**config.mk**
```make
export PLATFORM = sky130hd
export DESIGN_NAME = de2_115_qsys_framebuffer_status
export DESIGN_NICKNAME = d
export VERILOG_FILES = /design/src/rtl/framebuffer_pio_pkg.sv /design/src/rtl/fb_sync_edge_detect.sv /design/src/rtl/de2_115_qsys_framebuffer_status.sv
export SDC_FILE = /design/constraint.sdc
export NUM_CORES = 1
export LEC_CHECK = 0
export CAP_MARGIN = 10
export CORE_MARGIN = 4
export CORE_UTILIZATION = 28
export DETAILED_ROUTE_END_ITERATION = 10
export PLACE_DENSITY = 0.56
export SETUP_SLACK_MARGIN = 0.05
export SLEW_MARGIN = 20
export SYNTH_ARGS = -nofsm -noshare
export SYNTH_HDL_FRONTEND = slang
export SYNTH_SLANG_ARGS = --single-unit
```
**constraint.sdc**
```tcl
create_clock -name clk -period 2.3 [get_ports clk]
set_clock_uncertainty 0.15 [all_clocks]
set_input_delay 0.46 -clock clk [delete_from_list [all_inputs] [get_ports clk]]
set_output_delay 0.46 -clock clk [all_outputs]
set_load 0.05 [all_outputs]
```
**src/rtl/framebuffer_pio_pkg.sv**
```systemverilog
// Shared constants for the framebuffer Avalon-MM PIO pair (data output and status input).
package framebuffer_pio_pkg;

  localparam logic [1:0] ADDR_DATA = 2'd0;
  localparam logic [1:0] ADDR_RSVD = 2'd1;
  localparam logic [1:0] ADDR_MASK = 2'd2;
  localparam logic [1:0] ADDR_EDGE = 2'd3;

  localparam int EDGE_RISE = 0;
  localparam int EDGE_FALL = 1;
  localparam int EDGE_ANY  = 2;

endpackage

```
**src/rtl/fb_sync_edge_detect.sv**
```systemverilog
// Synchronizes the asynchronous status bus and produces a per-bit edge vector,
// held off after reset until the synchronizer has filled with real samples.
module fb_sync_edge_detect
  import framebuffer_pio_pkg::*;
#(
  parameter int DATA_WIDTH  = 19,
  parameter int EDGE_TYPE   = 0,
  parameter int SYNC_STAGES = 2
) (
  input  logic                  clk,
  input  logic                  reset,
  input  logic [DATA_WIDTH-1:0] i_in,
  output logic [DATA_WIDTH-1:0] o_data,
  output logic [DATA_WIDTH-1:0] o_edge
);

  localparam int CW = $clog2(SYNC_STAGES + 2);
  localparam logic [CW-1:0] PRIME_MAX = CW'(SYNC_STAGES + 1);
  localparam logic [CW-1:0] PRIME_ONE = CW'(1);

  logic [DATA_WIDTH-1:0] r_sync [SYNC_STAGES];
  logic [DATA_WIDTH-1:0] r_prev;
  logic [CW-1:0]         r_prime;
  logic [DATA_WIDTH-1:0] w_cur;
  logic [DATA_WIDTH-1:0] w_edge_raw;

  assign w_cur  = r_sync[SYNC_STAGES-1];
  assign o_data = w_cur;

  // Synchronizer chain, previous sample and saturating prime counter.
  always_ff @(posedge clk) begin
    if (reset) begin
      for (int i = 0; i < SYNC_STAGES; i++) begin
        r_sync[i] <= '0;
      end
      r_prev  <= '0;
      r_prime <= '0;
    end else begin
      r_sync[0] <= i_in;
      for (int i = 1; i < SYNC_STAGES; i++) begin
        r_sync[i] <= r_sync[i-1];
      end
      r_prev <= w_cur;
      if (r_prime != PRIME_MAX) begin
        r_prime <= r_prime + PRIME_ONE;
      end else begin
        r_prime <= r_prime;
      end
    end
  end

  // Edge selection; suppressed until the prime window has elapsed.
  always_comb begin
    w_edge_raw = '0;
    case (EDGE_TYPE)
      EDGE_RISE: w_edge_raw = w_cur & ~r_prev;
      EDGE_FALL: w_edge_raw = ~w_cur & r_prev;
      EDGE_ANY:  w_edge_raw = w_cur ^ r_prev;
      default:   w_edge_raw = w_cur ^ r_prev;
    endcase
    if (r_prime == PRIME_MAX) begin
      o_edge = w_edge_raw;
    end else begin
      o_edge = '0;
    end
  end

endmodule

```
**src/rtl/de2_115_qsys_framebuffer_status.sv**
```systemverilog
// Avalon-MM input PIO for framebuffer status: data/irqmask/edgecapture registers,
// registered read mux and level interrupt to the Nios II.
module de2_115_qsys_framebuffer_status
  import framebuffer_pio_pkg::*;
#(
  parameter int          DATA_WIDTH  = 19,
  parameter int          EDGE_TYPE   = 0,
  parameter int          SYNC_STAGES = 2,
  parameter logic [31:0] RESET_MASK  = 32'd0
) (
  input  logic                  clk,
  input  logic                  reset,
  input  logic [1:0]            address,
  input  logic                  chipselect,
  input  logic                  write_n,
  input  logic [31:0]           writedata,
  input  logic [DATA_WIDTH-1:0] in_port,
  output logic [31:0]           readdata,
  output logic                  irq
);

  logic [DATA_WIDTH-1:0] w_data_in;
  logic [DATA_WIDTH-1:0] w_edge;
  logic [DATA_WIDTH-1:0] w_clear;
  logic [DATA_WIDTH-1:0] w_capture_next;
  logic [DATA_WIDTH-1:0] w_mask_next;
  logic [31:0]           w_rd_next;
  logic                  w_wr;
  logic                  w_unused_wdata;

  logic [DATA_WIDTH-1:0] r_irq_mask;
  logic [DATA_WIDTH-1:0] r_edge_capture;

  assign w_wr           = chipselect & ~write_n;
  assign w_unused_wdata = ^writedata;

  fb_sync_edge_detect #(
    .DATA_WIDTH (DATA_WIDTH),
    .EDGE_TYPE  (EDGE_TYPE),
    .SYNC_STAGES(SYNC_STAGES)
  ) u_sync_edge (
    .clk   (clk),
    .reset (reset),
    .i_in  (in_port),
    .o_data(w_data_in),
    .o_edge(w_edge)
  );

  // Next-state of capture and mask; a same-cycle edge beats the clear.
  always_comb begin
    w_clear     = '0;
    w_mask_next = r_irq_mask;
    if (w_wr && (address == ADDR_EDGE)) begin
      w_clear = writedata[DATA_WIDTH-1:0];
    end else begin
      w_clear = '0;
    end
    if (w_wr && (address == ADDR_MASK)) begin
      w_mask_next = writedata[DATA_WIDTH-1:0];
    end else begin
      w_mask_next = r_irq_mask;
    end
    w_capture_next = (r_edge_capture & ~w_clear) | w_edge;
  end

  // Read mux; unqualified by chipselect so latency is always one cycle.
  always_comb begin
    w_rd_next = 32'd0;
    case (address)
      ADDR_DATA: w_rd_next[DATA_WIDTH-1:0] = w_data_in;
      ADDR_RSVD: w_rd_next = 32'd0;
      ADDR_MASK: w_rd_next[DATA_WIDTH-1:0] = r_irq_mask;
      ADDR_EDGE: w_rd_next[DATA_WIDTH-1:0] = r_edge_capture;
      default:   w_rd_next = 32'd0;
    endcase
  end

  // Register file, read data and interrupt.
  always_ff @(posedge clk) begin
    if (reset) begin
      r_irq_mask     <= RESET_MASK[DATA_WIDTH-1:0];
      r_edge_capture <= '0;
      readdata       <= 32'd0;
      irq            <= 1'b0;
    end else begin
      r_irq_mask     <= w_mask_next;
      r_edge_capture <= w_capture_next;
      readdata       <= w_rd_next;
      irq            <= |(w_capture_next & w_mask_next);
    end
  end

endmodule

```
==> impl_results.md, run 1 <==
- Routed vias/inst: 4.36
- Core footprint: 14700 um2
- DR WL/cell: 13.9 um
- CTS clk-pin slew, worst paths: 0.05 ns
- TritonRoute pass-1 iters: 4
- Worst-Margin Slew: 0.522 ns
- WS Path Type: input port to flip-flop
- DRC Markers: 0
- Outcome: completed
- Root buffer cell: clkbuf_16
- Antenna viol nets, final: 0
- Number of global-route vias before repair: 3243
- Slew headroom: 65.2%
- Worst setup SP type: input port
- Antenna violations before repair: 0
- Post-synthesis cell count: 430
- Pin count of the biggest net entering global routing: 48
- Hold_ws: 0.284 ns
- Final-report max-slew violation count: 0
- Syn. warnings: 0
- First-pass GRT wire length: 16300 um
- CTS HTree Levels: 4
- Cell area power density: 852 nW/um2
- Final hold viol count: 0
- Cell variety after synth: 26
- Tmin final: 2.17 ns
- Grt ovf: 0
- Async set or reset register ratio after synthesis: 0%
- Period utilization: 94.2%
- Setup TNS: 0 ns
- Critical path required time: 2.42 ns
- DRT Wirelength: 10100 um
- Cts bufs inserted: 17
- Max Clk Rate: 462 MHz
- Crit Path Max Fanout: 4
- Starting Density: 28.9%
- Post-synth EDFFs: 0
- Clock buffer depth: 2
- Leak Pwr: 2.37 nW
- Setup crit end kind: flip-flop
- Synthesized area: 4250 um2
- Area leader, netlist: dfxtp_1
- Port Buffers: 63
- Synth Register Bits: 117
- Hold crit path type: flip-flop to flip-flop
- Clock Latency Late Sink: 0.40 ns
- Die Y: 131 um
- Predominant post-synthesis flop cell: dfxtp_1
- N_diodes: 0
- CTS tree: done
- Post-synthesis sequential area ratio: 55.1%
- Endpoints failing setup: 0
- Top cell type's share of synthesized area: 55.1%
- Unrepaired setup endpoints after global routing: false
- Die Area: 17200 um2
- Gr usage total: 12.1%
- R2R Setup Slk: 0.37 ns
- IO Count: 90
- Starting DRT DRC Count: 160
- Synth area leaders: dfxtp_1 55%, nor2b_1 11%, mux2i_1 9.2%
- Post-CTS Hold Fix Bufs: 0
- GPL Wtd Cong: 0.761
- Row count: 44
- Area growth syn-to-layout: 40.8%
- Vias after detailed routing: 3156
- Arr. time, crit path: 2.29 ns
- Share of post-route cells with drive strength above 1: 15.2%
- Max VDD drop: 495 uV
- Die X: 131 um
- Final HPWL DP: 6940 um
- CTS Sinks: 117
- Non-filler cells, final: 724
- NumNets Final: 586
- Placed instance count: 683
- Mean Syn Cell Area: 9.89 um2
- Max-cap violations: 0
## cell type report
class,instances,area (um2)
Timing Repair Buffer,104,1030
Tap cell,184,230
Sequential cell,117,2340
Multi-Input combinational cell,277,1760
Clock inverter,3,65.1
Clock buffer,28,517
Fill cell,1444,8710
Inverter,11,41.3
## per-layer routing
metal  global-route usage [%]  routed length (um)  share of wire, %
met1                     14.6                4580                45
met4                     6.24                 242               2.4
met2                     19.5                4710                47
met3                     4.01                 537               5.3
met5                        0                   0                 0
## kinds of logic (layout without fill, tap and decap cells)
kind of cell	count (synthesis)	after routing	synth area share, %
compound gates	65	65	8.71
xor+xnor	1	1	0.206
fa+ha+maj	1	1	0.294
buf+inv	48	146	6.03
flops	117	117	55.1
mux	39	39	9.18
other cells	1	13	0.0882
simple gates	158	158	20.4
## repair_timing
action	CTS	global route
endpoints found under the setup margin	1	1
gates cloned	1	0
buffers inserted	9	0
gates resized for setup	14	5
pin swaps	6	0
## flip-flops by register name, indices dropped and copies added, names as in the netlist
signal               flops
u_sync_edge.r_prev      19
r_edge_capture          19
r_irq_mask              19
readdata                19
irq                      1
u_sync_edge.r_prime      2
u_sync_edge.r_sync      38
## power by group
part / switching [mW] / leakage [nW] / internal (mW)
Clock: 0.810 / 0.285 / 1.73
Sequential: 0.0351 / 0.954 / 2.10
Combinational: 0.233 / 1.13 / 0.198
Total: 1.08 / 2.37 / 4.03
## placed cells by master, fill, tap and decap left out, types with 4 or more instances in the layout
| cell | synthesis | routed |
|---|---|---|
| o22ai_1 | 4 | 4 |
| mux2i_2 | 0 | 4 |
| dfxtp_1 | 117 | 117 |
| mux2i_1 | 39 | 35 |
| a221oi_2 | 1 | 6 |
| dlygate4sd2_1 | 0 | 4 |
| o21ai_0 | 11 | 11 |
| clkbuf_1 | 16 | 6 |
| clkbuf_16 | 0 | 17 |
| buf_12 | 1 | 6 |
| clkdlybuf4s50_1 | 0 | 58 |
| a21oi_1 | 41 | 41 |
| nand3b_1 | 11 | 11 |
| clkbuf_8 | 0 | 5 |
| conb_1 | 1 | 13 |
| nor2b_1 | 73 | 73 |
| buf_4 | 13 | 33 |
| inv_1 | 11 | 11 |
| nor2_1 | 67 | 67 |
## critical path: stages
cell           delay [ns]
dlygate4sd2_1        0.30
nor4bb_4             0.29
buf_6                0.17
buf_16               0.12
buf_4                0.11
mux2i_2              0.22
a21oi_1              0.07
nor4_2               0.30
buf_4                0.16
a41oi_1              0.08
## path summary, 6_finish.rpt
kind	startpoint	to	depth (start not counted)
worst min-delay path	u_sync_edge.r_sync[0][11]	u_sync_edge.r_sync[0][30]	1
worst min register to register	u_sync_edge.r_sync[0][11]	u_sync_edge.r_sync[0][30]	1
worst max-delay path	address[0]	irq	10
worst max register to register	u_sync_edge.r_prime[0]	irq	7
## stage by stage
step | cell area [um2] | power, mW | setup slack [ns] | util, %
CTS | 5960 | 5.16 | 0.123 | 40.6
finish | 5990 | 5.11 | 0.133 | 40.8
global route | 5990 | 5.31 | 0.0840 | 40.8
detailed placement | 5210 | 2.59 | -0.614 | 35.5
floorplan | 4300 | 2.42 | 0.309 | -
global placement | 5210 | 2.58 | -0.556 | 35.5
## synth_stat cells, types with 3 or more instances
library cell  number
buf_2              3
o21ai_0           11
clkbuf_1          16
o22ai_1            4
nor2b_1           73
buf_1              3
a221oi_1           7
nand3b_1          11
inv_1             11
mux2i_1           39
buf_4             13
a21oi_1           41
nor4_1             3
nor2_1            67
dfxtp_1          117
Note: power is estimated with default switching activity, not from simulation.
==> run 2: changes to the inputs <==
Settings changed: CELL_PAD_IN_SITES_DETAIL_PLACEMENT set to 1, CELL_PAD_IN_SITES_GLOBAL_PLACEMENT set to 2, PLACE_DENSITY 0.56 to 0.79, SLEW_MARGIN 20 to not set.
==> run 2 against run 1 <==
Net effect:
- critical path depth decreased by 9
- critical path type is now flip-flop to output port
- largest power group unchanged
- sequential cell count stayed put
- largest cell class unchanged
- clock power rose by 19%
==> impl_results.md, run 2 (synthesis gave the netlist of run 1 again) <==
- Outcome: completed
- Max VDD drop: 586 uV (+18%)
- CTS tree: done
- Tot Pwr: 5.60 mW (+9.6%)
- Root buffer cell: clkbuf_16
- DRT Wirelength: 11600 um (+15%)
- Antenna viol nets, final: 0 (unchanged)
- Slew headroom: 62.7% (-2.5 points)
- Die Y: 131 um (unchanged)
- Max Clk Rate: 459 MHz (-0.55%)
- Clock buffer depth: 2 (unchanged)
- IO Count: 90 (unchanged)
- Cts bufs inserted: 17 (unchanged)
- Cell area power density: 931 nW/um2 (+9.3%)
- N_diodes: 0 (unchanged)
- Arr. time, crit path: 1.57 ns (-0.72 ns)
- Max stage delay on crit path: 0.81 ns (+0.51 ns)
- Row count: 44 (unchanged)
- Post-DP Area: 5250 um2 (+0.62%)
- CTS HTree Levels: 4 (unchanged)
- NumNets Final: 585 (-0.17%)
- Setup ws final: 0.121 ns (-0.0121 ns)
- Placed instance count: 689 (+0.88%)
- Crit Path Max Fanout: 1 (-3)
- Worst-Margin Slew: 0.560 ns (+0.0380 ns)
- Period utilization: 94.7% (+0.52 points)
- Buf+Inv Stages, Crit Path: 1 (-4)
- Design Area, Final: 6010 um2 (+0.27%)
- Setup crit end kind: output port
- Starting Density: 28.9% (unchanged)
- Fill cells: 1611 (+12%)
- Port Buffers: 63 (unchanged)
- Largest Register: u_sync_edge.r_sync
- Vias after detailed routing: 3278 (+3.9%)
- Die X: 131 um (unchanged)
- Hold crit path type: input port to flip-flop
- Gr usage total: 13.7% (+1.5 points)
- Final HPWL DP: 7660 um (+11%)
- Routed vias/inst: 4.53 (+4.0%)
- Die Area: 17200 um2 (unchanged)
- Critical path's top delay family: buffers and inverters
- Post-CTS Hold Fix Bufs: 0 (unchanged)
- Core footprint: 14700 um2 (unchanged)
- First-pass GRT wire length: 18400 um (+13%)
- GPL Wtd Cong: 0.782 (+2.7%)
- Area growth syn-to-layout: 41.2%
- Share of post-route cells with drive strength above 1: 15.8% (+0.58 points)
- Pin count of the biggest net entering global routing: 40 (-17%)
- Non-filler cells, final: 723 (-0.14%)
- DR WL/cell: 16.0 um (+15%)
- Critical path required time: 1.69 ns (-0.73 ns)
- Tmin final: 2.18 ns (+0.0121 ns)
- Max reg flops: 38 (unchanged)
- DRC Markers: 0 (unchanged)
- Critical path's slowest cell: clkdlybuf4s50_1
- Endpoints failing setup: 0 (unchanged)
- CTS Sinks: 117 (unchanged)
- Worst setup SP type: flip-flop
- Number of global-route vias before repair: 3550 (+9.5%)
- Final core utilization: 40.9% (+0.11 points)
- Starting DRT DRC Count: 176 (+10%)
- Commonest non-fill, non-tap cell in the layout: dfxtp_1
- WS Path Type: flip-flop to output port
- CTS clk-pin slew, worst paths: 0.06 ns (about the same)
- R2R Setup Slk: 0.20 ns (-0.17 ns)
- CP cell instances: clkdlybuf4s50_1
- Antenna violations before repair: 0 (unchanged)
- Max-cap violations: 0 (unchanged)
- Grt ovf: 0 (unchanged)
- Pre-CTS worst setup slack: -0.519 ns (+0.0944 ns)
- Unrepaired setup endpoints after global routing: false
- Final hold viol count: 0 (unchanged)
- Final-report max-slew violation count: 0 (unchanged)
- Commonest non-fill, non-tap cells in the layout: 117 x dfxtp_1, 73 x nor2b_1, 67 x nor2_1
- Clock Latency Late Sink: 0.42 ns (+0.02 ns)
- TritonRoute pass-1 iters: 5 (+1)
- Leak Pwr: 2.39 nW (+0.79%)
-- run 2: worst paths after layout --
check | startpoint | end | cells past startpoint
max | irq | irq | 1
max reg2reg | u_sync_edge.r_prime[0] | irq | 5
min reg2reg | u_sync_edge.r_sync[0][9] | u_sync_edge.r_sync[0][28] | 1
min | reset | r_irq_mask[12] | 2
-- run 2: stage by stage --
step | hold slack, ns | setup TNS, ns
detailed placement | 0.276 | -1.11
finish | 0.274 | 0
floorplan | 0.264 | 0
global placement | 0.270 | -0.760
global route | 0.291 | 0
CTS | 0.271 | 0
-- run 2: report_power, final --
group | internal (mW) | total (mW) | switching, mW
registers | 2.10 | 2.13 | 0.0343
clock network | 2.12 | 3.03 | 0.912
logic | 0.192 | 0.432 | 0.240
-- run 2: area by class of cell --
| cell class | count | area, um2 | share of cell area, % |
|---|---|---|---|
| well taps | 184 | 230 | 3.83 |
| flip-flops and latches | 117 | 2340 | 39.0 |
| inverters | 11 | 41.3 | 0.687 |
| repair buffers | 103 | 946 | 15.7 |
| multi-input cells | 277 | 1760 | 29.3 |
| clock inverters | 7 | 164 | 2.73 |
| clock buffers | 24 | 522 | 8.69 |
-- run 2: routing by layer --
layer  vias to the layer above  global-route usage (%)  routed length (um)
li1                       1596                       -                   -
met1                      1588                    15.6                5040
met2                        77                    23.3                5770
met3                        17                    4.97                 546
met4                         0                    5.43                 192
met5                         -                       0                   0
-- run 2: worst reg2reg max path, cell delays in order, from the launching register on --
cell      delay [ns]
dfxtp_1         0.32
ha_1            0.39
a221oi_1        0.44
o22ai_1         0.16
nor4_2          0.35
a41oi_1         0.16
-- run 2: repair_timing --
| item | in CTS | in global routing |
|---|---|---|
| gates cloned | 1 | 0 |
| pin swaps | 3 | 3 |
| buffers inserted | 2 | 1 |
| endpoints found under the setup margin | 1 | 1 |
| resized for setup | 7 | 11 |
==> run 3: changes to the inputs <==
Settings changed: CORE_ASPECT_RATIO set to 1.1.
==> run 3 against run 2 <==
Net effect:
- maximum frequency grew 1.6%
- critical endpoint is now readdata[10]
- sequential power is essentially flat
- die area is essentially flat
- count of clock-buffer cells in the layout shrank 3
- sequential share of layout area shrank 0.48 points
- highest routed layer unchanged
- final cell count grew 2.6%
- design area grew 1.2%
- register-to-register slack gained 0.11 ns
- global-route usage shrank 0.083 points
- critical path type unchanged
- total power shrank 7.3%
- non-clock buffer count grew 11
==> impl_results.md, run 3 (synthesis gave the netlist of run 1 again) <==
- Outcome: completed
- Die Area: 17200 um2 (about the same)
- Setup crit end kind: output port
- Buf+Inv Stages, Crit Path: 1 (unchanged)
- Worst-Margin Slew: 0.511 ns (-0.0483 ns)
- Max Clk Rate: 466 MHz (+1.6%)
- DRC Markers: 0 (unchanged)
- Gr usage total: 13.6% (-0.083 points)
- Largest Register: u_sync_edge.r_sync
- Antenna violations before repair: 0 (unchanged)
- Commonest non-fill, non-tap cells in the layout: 117 x dfxtp_1, 73 x nor2b_1, 67 x nor2_1
- Max stage delay on crit path: 0.81 ns (about the same)
- Critical path's slowest cell: clkdlybuf4s50_1
- N_diodes: 0 (unchanged)
- Starting DRT DRC Count: 186 (+5.7%)
- Final HPWL DP: 7570 um (-1.2%)
- Tmin final: 2.14 ns (-0.0350 ns)
- DR WL/cell: 15.4 um (-3.9%)
- Share of post-route cells with drive strength above 1: 18.2% (+2.4 points)
- Critical path required time: 1.69 ns (about the same)
- Endpoints failing setup: 0 (unchanged)
- Number of global-route vias before repair: 3686 (+3.8%)
- Root buffer cell: clkbuf_16
- Core footprint: 14700 um2 (-0.15%)
- Critical path's top delay family: buffers and inverters
- CTS Sinks: 117 (unchanged)
- Arr. time, crit path: 1.53 ns (-0.04 ns)
- Crit Path Max Fanout: 1 (unchanged)
- Commonest non-fill, non-tap cell in the layout: dfxtp_1
- Final hold viol count: 0 (unchanged)
- Row count: 46 (+4.5%)
- Hold crit path type: flip-flop to flip-flop
- GPL Wtd Cong: 0.799 (+2.2%)
- CTS HTree Levels: 4 (unchanged)
- NumNets Final: 596 (+1.9%)
- Clock Latency Late Sink: 0.41 ns (about the same)
- Non-filler cells, final: 742 (+2.6%)
- IO Count: 90 (unchanged)
- Post-DP Area: 5280 um2 (+0.72%)
- Unrepaired setup endpoints after global routing: false
- Hold_ws: 0.277 ns (+0.00352 ns)
- Port Buffers: 63 (unchanged)
- First-pass GRT wire length: 18100 um (-1.6%)
- DRT Wirelength: 11400 um (-1.3%)
- Clock buffer depth: 2 (unchanged)
- Antenna viol nets, final: 0 (unchanged)
- Leak Pwr: 2.42 nW (+1.1%)
- Placed instance count: 699 (+1.5%)
- Area growth syn-to-layout: 43.0%
- Vias after detailed routing: 3345 (+2.0%)
- Max reg flops: 38 (unchanged)
- Starting Density: 29.0% (+0.044 points)
- Grt ovf: 0 (unchanged)
- Max VDD drop: 509 uV (-13%)
- Cts bufs inserted: 17 (unchanged)
- TritonRoute pass-1 iters: 4 (-1)
- CTS clk-pin slew, worst paths: 0.05 ns (about the same)
- WS Path Type: flip-flop to output port
- Worst setup SP type: flip-flop
- Slew headroom: 65.8% (+3.1 points)
- CP cell instances: clkdlybuf4s50_1
- CTS tree: done
- Design Area, Final: 6080 um2 (+1.2%)
- Routed vias/inst: 4.51 (-0.57%)
- Die Y: 137 um (+4.6%)
- Pin count of the biggest net entering global routing: 45 (+13%)
- Final-report max-slew violation count: 0 (unchanged)
- Max-cap violations: 0 (unchanged)
- Cell area power density: 853 nW/um2 (-8.4%)
- Die X: 126 um (-4.4%)
- Period utilization: 93.2% (-1.5 points)
[run 3: area by class of cell]
class / count / area, um2
fill: 1645 / 8590
sequential: 117 / 2340
multi-input combinational: 277 / 1790
timing repair buffer: 114 / 1070
clock buffer: 21 / 460
tap: 192 / 240
clock inverter: 10 / 130
inverter: 11 / 41.3
[run 3: stage by stage]
stage | total power, mW | utilization (%) | TNS, ns | setup slack, ns
4_1_cts | 5.25 | 40.9 | 0 | 0.0646
2_1_floorplan | 2.42 | - | 0 | 0.309
3_3_place_gp | 2.58 | 36.0 | -1.48 | -0.584
6_report | 5.19 | 41.4 | 0 | 0.156
5_1_grt | 5.39 | 41.4 | 0 | 0.0715
3_5_place_dp | 2.60 | 36.0 | -2.23 | -0.673
[run 3: where the power goes]
group          internal, mW  switching, mW  total [mW]  leakage [nW]
registers              2.10         0.0321        2.13         0.954
clock network          1.74          0.872        2.61         0.288
logic                 0.202          0.242       0.443          1.17
[run 3: routing by layer]
metal | GRT usage (%) | vias to the layer above | share of wire (%)
li1 | - | 1622 | -
met1 | 14.5 | 1631 | 41
met2 | 24.6 | 73 | 53
met3 | 4.46 | 19 | 4.3
met4 | 5.78 | 0 | 1.8
met5 | 0 | - | 0
[run 3: worst paths after layout]
check / from / endpoint / slack, ns / cells past startpoint
worst min-delay path: u_sync_edge.r_sync[0][1] / u_sync_edge.r_sync[0][20] / 0.28 / 1
worst min register to register: u_sync_edge.r_sync[0][1] / u_sync_edge.r_sync[0][20] / 0.28 / 1
worst max-delay path: readdata[10] / readdata[10] / 0.16 / 1
worst max register to register: u_sync_edge.r_prime[0] / irq / 0.31 / 7
[run 3: what timing repair did]
action,CTS,global route
setup buffers,9,2
setup endpoints to repair,2,1
cloned,1,0
resized for setup,11,20
hold buffers,0,0
pin swaps,2,4
